**src/rtl/gmii_pkg.sv**
```systemverilog
// Shared types and constants for the GMII transmit framer and the CRC-32 helper.
package gmii_pkg;

   typedef enum logic [2:0] {
      StIdle,
      StPreamble,
      StSfd,
      StData,
      StPad,
      StFcs,
      StIfg
   } tx_state_e;

   localparam logic [7:0]  PREAMBLE_BYTE        = 8'h55;
   localparam logic [7:0]  SFD_BYTE             = 8'hD5;
   localparam logic [31:0] CRC32_POLY_REFLECTED = 32'hEDB88320;
   localparam logic [31:0] CRC32_INIT           = 32'hFFFFFFFF;

   localparam int unsigned BYTE_CNT_W = 11;
   typedef logic [BYTE_CNT_W-1:0] byte_cnt_t;

endpackage

```
**src/rtl/crc32_d8.sv**
```systemverilog
// Combinational one-byte step of the reflected Ethernet CRC-32 (LSB of data first).
module crc32_d8
   import gmii_pkg::*;
(
   input  logic [31:0] crc_in,
   input  logic [7:0]  data,
   output logic [31:0] crc_out
);

   always_comb begin
      logic [31:0] c;
      c = crc_in;
      for (int i = 0; i < 8; i++) begin
         if (c[0] ^ data[i]) begin
            c = (c >> 1) ^ CRC32_POLY_REFLECTED;
         end else begin
            c = c >> 1;
         end
      end
      crc_out = c;
   end

endmodule

```
**src/rtl/gmii_tx_framer.sv**
```systemverilog
// MAC transmit framer: wraps a client byte stream with preamble, SFD, zero pad,
// CRC-32 FCS and inter-frame gap, driving registered GMII MAC-side outputs.
module gmii_tx_framer
   import gmii_pkg::*;
#(
   parameter int unsigned PREAMBLE_BYTES  = 7,
   parameter int unsigned MIN_FRAME_BYTES = 60,
   parameter int unsigned IFG_BYTES       = 12
) (
   input  logic       clock_125MHz,
   input  logic       reset,
   input  logic [7:0] tx_data,
   input  logic       tx_valid,
   input  logic       tx_last,
   input  logic       tx_error,
   output logic       tx_ready,
   output logic [7:0] mac_txd,
   output logic       mac_tx_en,
   output logic       mac_tx_er,
   output logic       tx_busy,
   output logic       frame_done,
   output logic       frame_aborted
);

   tx_state_e   state_q, state_d;
   logic [7:0]  cnt_q, cnt_d;
   byte_cnt_t   byte_cnt_q, byte_cnt_d, byte_cnt_inc;
   logic [31:0] crc_q, crc_d, crc_next, crc_inv;
   logic [7:0]  crc_data;
   logic        pad_needed;

   logic [7:0]  txd_q, txd_d;
   logic        en_q, en_d, er_q, er_d, done_q, done_d, abort_q, abort_d;

   assign tx_ready      = (state_q == StSfd) || (state_q == StData);
   assign tx_busy       = (state_q != StIdle);
   assign mac_txd       = txd_q;
   assign mac_tx_en     = en_q;
   assign mac_tx_er     = er_q;
   assign frame_done    = done_q;
   assign frame_aborted = abort_q;

   assign byte_cnt_inc = (byte_cnt_q == '1) ? byte_cnt_q : byte_cnt_q + byte_cnt_t'(1);
   assign pad_needed   = byte_cnt_inc < byte_cnt_t'(MIN_FRAME_BYTES);
   assign crc_data     = (state_q == StPad) ? 8'h00 : tx_data;
   assign crc_inv      = ~crc_q;

   crc32_d8 u_crc (
      .crc_in  (crc_q),
      .data    (crc_data),
      .crc_out (crc_next)
   );

   // Every state decides what appears on the wire in the following cycle.
   always_comb begin
      state_d    = state_q;
      cnt_d      = cnt_q;
      byte_cnt_d = byte_cnt_q;
      crc_d      = crc_q;
      txd_d      = 8'h00;
      en_d       = 1'b0;
      er_d       = 1'b0;
      done_d     = 1'b0;
      abort_d    = 1'b0;

      case (state_q)
         StIdle: begin
            if (tx_valid) begin
               state_d = StPreamble;
               cnt_d   = 8'd1;
               txd_d   = PREAMBLE_BYTE;
               en_d    = 1'b1;
            end
         end
         StPreamble: begin
            en_d = 1'b1;
            if (cnt_q >= 8'(PREAMBLE_BYTES)) begin
               state_d = StSfd;
               cnt_d   = 8'd0;
               txd_d   = SFD_BYTE;
            end else begin
               cnt_d = cnt_q + 8'd1;
               txd_d = PREAMBLE_BYTE;
            end
         end
         StSfd, StData: begin
            en_d = 1'b1;
            if (tx_valid) begin
               txd_d      = tx_data;
               er_d       = tx_error;
               crc_d      = crc_next;
               byte_cnt_d = byte_cnt_inc;
               state_d    = StData;
               if (tx_last) begin
                  state_d = pad_needed ? StPad : StFcs;
                  cnt_d   = 8'd0;
               end
            end else begin
               // Underrun: poison the frame and skip the FCS.
               er_d    = 1'b1;
               abort_d = 1'b1;
               state_d = StIfg;
               cnt_d   = 8'd0;
            end
         end
         StPad: begin
            en_d       = 1'b1;
            crc_d      = crc_next;
            byte_cnt_d = byte_cnt_inc;
            if (!pad_needed) begin
               state_d = StFcs;
               cnt_d   = 8'd0;
            end
         end
         StFcs: begin
            en_d  = 1'b1;
            txd_d = crc_inv[{cnt_q[1:0], 3'b000} +: 8];
            cnt_d = cnt_q + 8'd1;
            if (cnt_q[1:0] == 2'd3) begin
               done_d  = 1'b1;
               state_d = StIfg;
               cnt_d   = 8'd0;
            end
         end
         StIfg: begin
            if (cnt_q >= 8'(IFG_BYTES)) begin
               crc_d      = CRC32_INIT;
               byte_cnt_d = '0;
               // Launch the next preamble straight from the last gap cycle.
               if (tx_valid) begin
                  state_d = StPreamble;
                  cnt_d   = 8'd1;
                  txd_d   = PREAMBLE_BYTE;
                  en_d    = 1'b1;
               end else begin
                  state_d = StIdle;
                  cnt_d   = 8'd0;
               end
            end else begin
               cnt_d = cnt_q + 8'd1;
            end
         end
         default: begin
            state_d = StIdle;
            cnt_d   = 8'd0;
         end
      endcase
   end

   always_ff @(posedge clock_125MHz or negedge reset) begin
      if (!reset) begin
         state_q    <= StIdle;
         cnt_q      <= 8'd0;
         byte_cnt_q <= '0;
         crc_q      <= CRC32_INIT;
         txd_q      <= 8'h00;
         en_q       <= 1'b0;
         er_q       <= 1'b0;
         done_q     <= 1'b0;
         abort_q    <= 1'b0;
      end else begin
         state_q    <= state_d;
         cnt_q      <= cnt_d;
         byte_cnt_q <= byte_cnt_d;
         crc_q      <= crc_d;
         txd_q      <= txd_d;
         en_q       <= en_d;
         er_q       <= er_d;
         done_q     <= done_d;
         abort_q    <= abort_d;
      end
   end

endmodule

```
**config.mk**
```make
export PLATFORM = sky130hd
export DESIGN_NAME = gmii_tx_framer
export DESIGN_NICKNAME = d
export VERILOG_FILES = /design/src/rtl/gmii_pkg.sv /design/src/rtl/crc32_d8.sv /design/src/rtl/gmii_tx_framer.sv
export SDC_FILE = /design/constraint.sdc
export NUM_CORES = 1
export LEC_CHECK = 0
export ABC_AREA = 1
export CORE_ASPECT_RATIO = 0.75
export CORE_MARGIN = 2
export CORE_UTILIZATION = 35
export DETAILED_ROUTE_END_ITERATION = 7
export PLACE_DENSITY_LB_ADDON = 0.3
export SYNTH_ARGS = -nofsm -noshare
export SYNTH_HDL_FRONTEND = slang
export SYNTH_SLANG_ARGS = --single-unit
```
**constraint.sdc**
```tcl
create_clock -name clock_125MHz -period 2.6 [get_ports clock_125MHz]
set_clock_uncertainty 0.2 [all_clocks]
set_input_delay 0.26 -clock clock_125MHz [delete_from_list [all_inputs] [get_ports clock_125MHz]]
set_output_delay 0.26 -clock clock_125MHz [all_outputs]
set_load 0.1 [all_outputs]
```
==> reports/summary.txt, run 1 <==
f_max -> 0.412 GHz
FF-to-FF path depth -> 14
H-tree depth -> 3
max-cap violations -> 0
Post-synth ARST share -> 100%
Die W -> 135 um
final hold violation count -> 0
# diodes -> 0
Main synth FF type -> dfrtp_1
Post-Place Cells -> 831
I/O Buffers -> 26
Vias/cell -> 5.16
Initial Utilization -> 36.3%
Tcrit/Tclk final -> 93.4%
final slew viol count -> 0
#FFs+latches synth -> 66
Synth top area share -> 18.9%
Mean Syn Cell Area -> 7.08 um^2
Final min period -> 2430 ps
WP data required -> 2670 ps
cells along the critical path -> nor2_2 > nand2_4 > nand2_1 > nand2_1 > nand2_4 > nand2_1 > nand2_1 > nand2_1 > nand3_1 > nand2_1 > nand2_1 > nand3_1 > nand2_1 > inv_1
Crit path depth -> 14
antenna viol nets, final -> 0
remaining routing DRC violations -> 0
final worst slack -> 172 ps
CP dominant cell by count -> nand2_1
Worst-Margin Slew -> 519 ps
first-pass GRT wire length -> 21100 um
Die H -> 102 um
detailed placement HPWL -> 9230 um
most common cell after layout, fill and taps aside -> nand2_1
area of the multi-input gates -> 2400 um^2
DR WL/cell -> 15.0 um
post-layout instance area -> 5310 um^2
post-synthesis cell count -> 635
Final setup viols -> 0
largest net degree at the start of global routing -> 27
Setup TNS Final -> 0 ps
Slew HR -> 65.4%
final WL -> 12700 um
CTS tree -> done
clk sinks -> 66
Congestion Overflow GR -> 0
crit-path max FO -> 21
Total GRT Usage -> 19.6%
drt first pass iters -> 5
fillers -> 1243
min-delay worst type -> in -> async
family with the most delay on the worst path -> simple AND/OR/NAND/NOR gates
CTS root buf -> clkbuf_16
biggest area consumer among synthesized cells -> dfrtp_1
share of cells above drive strength 1 -> 16.3%
Area growth, synth to finish -> 18.2%
Post-CTS Setup Bufs -> 0
Seq/Total Area, Yosys -> 37.6%
initial antenna violation count -> 0
syn_nets -> 652
Clock Tree Buf Depth -> 2
via count -> 4372
post-synthesis cell area -> 4490 um^2
GPL Wtd Cong -> 0.925
Layout Cells excl Fill -> 848
CP max-delay cell -> dfrtp_1
worst stage delay on the critical path -> 460 ps
most frequent cells in the layout -> nand2_1 (180), inv_1 (86), nand3_1 (58)
Yosys warning total -> 0
Reg clk slew, reported paths -> 60 ps
Setup Crit Path Kind -> reg -> reg
vias in the first global route -> 4013
Site Rows -> 35
nets -> 694
CP endpoint kind -> register
I/O pin cnt -> 27
Core Region -> 12400 um^2
ranking of synthesized cells by area -> dfrtp_1 (19%), dfstp_2 (19%), nand2_1 (15%), inv_1 (7.2%), nand3_1 (6.5%)
status -> finished, final reports clean
Register Area -> 1690 um^2
number of flops mapped to enable cells by yosys -> 0
Setup crit start kind -> register
post-synth cell types -> 42
RSZ-0062 raised after global routing -> no
dpl cell area -> 4990 um^2
CP bufs+invs -> 1
DR iter-0 viols -> 365
die area -> 13800 um^2
pre-CTS WS -> 69.4 ps
Critical Path AT -> 2500 ps
TritonCTS buffer count -> 9
clock latency on the worst-skew pair -> 340 ps
routing by layer:
metal  up-vias  routed length, um  global-route usage [%]  share of wire, %
li1       2107                  -                       -                 -
met1      2082               6390                    28.8                50
met4         0                214                    5.83               1.7
met2       160               5330                    28.9                42
met3        23                800                    4.32               6.3
met5         -                  0                       0                 0
worst register-to-register path, stage by stage (launching register included):
cell and delay [ps]:
dfrtp_1 460, nor2_2 200, nand2_4 200, nand2_1 150, nand2_1 90, nand2_4 170
nand2_1 90, nand2_1 220, nand2_1 120, nand3_1 130, nand2_1 60, nand2_1 50
nand3_1 100, nand2_1 80, inv_1 40
cell families (layout without fill, tap and decap cells):
group           count (synthesis)  count (layout)  share of synthesized area, %
flops                          66              66                          37.6
buf+inv                       107             154                          9.52
xor+xnor                       42              42                          9.10
compound gates                103             103                          12.9
simple gates                  313             313                          29.7
fa+ha+maj                       4               4                          1.11
stage by stage:
step	utilization (%)	hold WS [ps]
2_1_floorplan	-	-236
5_1_grt	42.9	284
4_1_cts	42.7	237
3_5_place_dp	40.3	60.0
6_report	42.9	224
3_3_place_gp	40.3	60.0
flip-flops by register name (all words and copies together), names as in the netlist:
| signal | cells |
|---|---|
| mac_tx_en | 1 |
| cnt_q | 8 |
| byte_cnt_q | 11 |
| mac_txd | 8 |
| crc_q | 32 |
| mac_tx_er | 1 |
| state_q | 3 |
| frame_done | 1 |
| frame_aborted | 1 |
what timing repair did:
item                                    CTS  global route
endpoints found under the setup margin    0            17
hold endpoints to repair                 11             0
gates resized for setup                   0             4
hold buffers                              1             0
Yosys cell counts (2+ instances only):
cell      instances
nand2_1         180
inv_1            86
nand3_1          58
nor2_1           49
o21ai_0          38
dfrtp_1          34
dfstp_2          32
xor2_1           31
a21oi_1          29
o22ai_1          14
nand2_2          10
clkbuf_1          9
xnor2_1           7
a211oi_1          5
o21ai_1           5
ha_1              4
inv_2             4
nor3_1            4
buf_2             3
nor2_2            3
o31ai_1           3
a22o_1            2
buf_4             2
buf_6             2
nand4_1           2
o211ai_1          2
xor2_2            2
area by class of cell:
type | instances | area share [%]
Clock inverter | 5 | 0.707
Multi-Input combinational cell | 462 | 45.2
Sequential cell | 66 | 31.8
Tap cell | 166 | 3.91
Inverter | 91 | 6.43
Timing Repair Buffer | 47 | 7.16
Clock buffer | 11 | 4.76
path summary, 6_finish.rpt:
kind | start | endpoint | slack, ps
max in group asynchronous | reset | crc_q[18]$_DFFE_PN1P_ | 1170
min in group clock_125MHz | crc_q[24]$_DFFE_PN1P_ | crc_q[24]$_DFFE_PN1P_ | 270
setup reg to reg | state_q[0]$_DFFE_PN0P_ | crc_q[19]$_DFFE_PN1P_ | 170
setup / recovery | state_q[0]$_DFFE_PN0P_ | crc_q[19]$_DFFE_PN1P_ | 170
hold reg to reg | crc_q[24]$_DFFE_PN1P_ | crc_q[24]$_DFFE_PN1P_ | 270
hold / removal | reset | cnt_q[6]$_DFFE_PN0P_ | 220
Power of run 1 is not shown: default switching activity piles up to over one toggle a cycle in this logic, so the estimate is an artifact.
==> inputs of run 2 (changes only) <==
Settings changed: CORE_UTILIZATION 35 to 50.
==> reports/summary.txt, run 2 (synthesis gave the netlist of run 1 again) <==
WP data required -> 2680 ps
Setup TNS Final -> 0 ps
Worst-Margin Slew -> 501 ps
drt first pass iters -> 5
Final setup viols -> 0
Critical Path AT -> 2520 ps
GPL Wtd Cong -> 0.997
Setup crit start kind -> register
min-delay worst type -> in -> async
worst stage delay on the critical path -> 460 ps
Area growth, synth to finish -> 19.0%
CTS tree -> done
Total GRT Usage -> 27.8%
Die W -> 113 um
CP endpoint kind -> register
largest reg by FF count -> crc_q
most frequent cells in the layout -> nand2_1 (179), inv_1 (86), nand3_1 (58)
Clock Tree Buf Depth -> 2
final WL -> 13000 um
Tcrit/Tclk final -> 94.0%
largest net degree at the start of global routing -> 27
initial antenna violation count -> 0
status -> finished, final reports clean
DR WL/cell -> 16.3 um
remaining routing DRC violations -> 0
most common cell after layout, fill and taps aside -> nand2_1
RR Startpoint -> state_q[2]$_DFFE_PN0P_
Regs by FF count -> crc_q: 32 flops, byte_cnt_q: 11 flops
Initial Utilization -> 52.3%
detailed placement HPWL -> 9430 um
Congestion Overflow GR -> 0
pre-CTS WS -> 102 ps
die area -> 9770 um^2
I/O Buffers -> 26
antenna viol nets, final -> 0
Vias/cell -> 5.58
final slew viol count -> 0
RSZ-0062 raised after global routing -> no
Post-CTS Setup Bufs -> 0
RR Endpoint -> crc_q[30]$_DFFE_PN1P_
CTS root buf -> clkbuf_16
Slew HR -> 66.5%
CP max-delay cell -> dfrtp_1
crit-path max FO -> 9
TritonCTS buffer count -> 9
FF-to-FF path depth -> 10
CP dominant cell by count -> nand2_1
f_max -> 0.409 GHz
clk sinks -> 66
cells along the critical path -> buf_4 > nand2_1 > nor2_1 > nand2_1 > nand2_1 > nor2_2 > inv_2 > buf_4 > o22ai_1 > inv_1
Largest register FFs -> 32
first-pass GRT wire length -> 20700 um
vias in the first global route -> 4010
final hold violation count -> 0
Final min period -> 2440 ps
Reg2Reg Setup Slack -> 160 ps
Core Region -> 8600 um^2
clock latency on the worst-skew pair -> 340 ps
final worst slack -> 157 ps
# diodes -> 0
Reg clk slew, reported paths -> 60 ps
Site Rows -> 29
max-cap violations -> 0
share of cells above drive strength 1 -> 17.1%
DR iter-0 viols -> 611
I/O pin cnt -> 27
H-tree depth -> 3
Die H -> 86.1 um
via count -> 4447
nets -> 701
Setup Crit Path Kind -> reg -> reg
run 2: stage by stage:
| step | hold slack [ps] | util, % | area, um^2 | instances |
|---|---|---|---|---|
| after floorplan | -236 | - | 4500 | 635 |
| after global placement | -13.3 | 57.7 | 4970 | 779 |
| after detailed placement | -6.55 | 57.7 | 4970 | 779 |
| after CTS | 174 | 62.0 | 5330 | 796 |
| after global routing | 204 | 62.2 | 5350 | 797 |
| final | 169 | 62.2 | 5350 | 797 |
run 2: timing repair:
action / in CTS / in global routing
resized for setup: 0 / 3
hold buffers: 1 / 0
hold endpoints to repair: 15 / 0
endpoints found under the setup margin: 0 / 13
run 2: how the worst max path moves through the flow:
stage | endpoint | startpoint | slack, ps
final | crc_q[30]$_DFFE_PN1P_ | state_q[2]$_DFFE_PN0P_ | 160
after global routing | crc_q[28]$_DFFE_PN1P_ | state_q[2]$_DFFE_PN0P_ | 30
after CTS | crc_q[19]$_DFFE_PN1P_ | state_q[1]$_DFFE_PN0P_ | 20
after detailed placement | crc_q[19]$_DFFE_PN1P_ | state_q[1]$_DFFE_PN0P_ | 100
after global placement | crc_q[19]$_DFFE_PN1P_ | tx_data[1] | 130
after floorplan | crc_q[12]$_DFFE_PN1P_ | state_q[1]$_DFFE_PN0P_ | 320
run 2: final cells by class:
class                   instances  area [um^2]
multi-input cells             463         2400
clock buffers                  10          239
repair buffers                 53          425
clock inverters                 6          114
inverters                      91          342
fillers                       780         3250
well taps                     108          135
flip-flops and latches         66         1690
run 2: metal layers:
metal / global-route usage (%) / wire, um / part of all wire (%)
met1: 40.1 / 5960 / 46
met2: 41.3 / 5440 / 42
met3: 7.42 / 1380 / 11
met4: 7.76 / 240 / 1.8
met5: 0 / 0 / 0
run 2: worst max-delay path: cells and delay by family, from the launching register on:
kind            cells  cell delay, ps
compound gates      1             120
buf+inv             4             640
simple gates        5             960
flops               1             460
Power of run 2 is left out for the same reason.
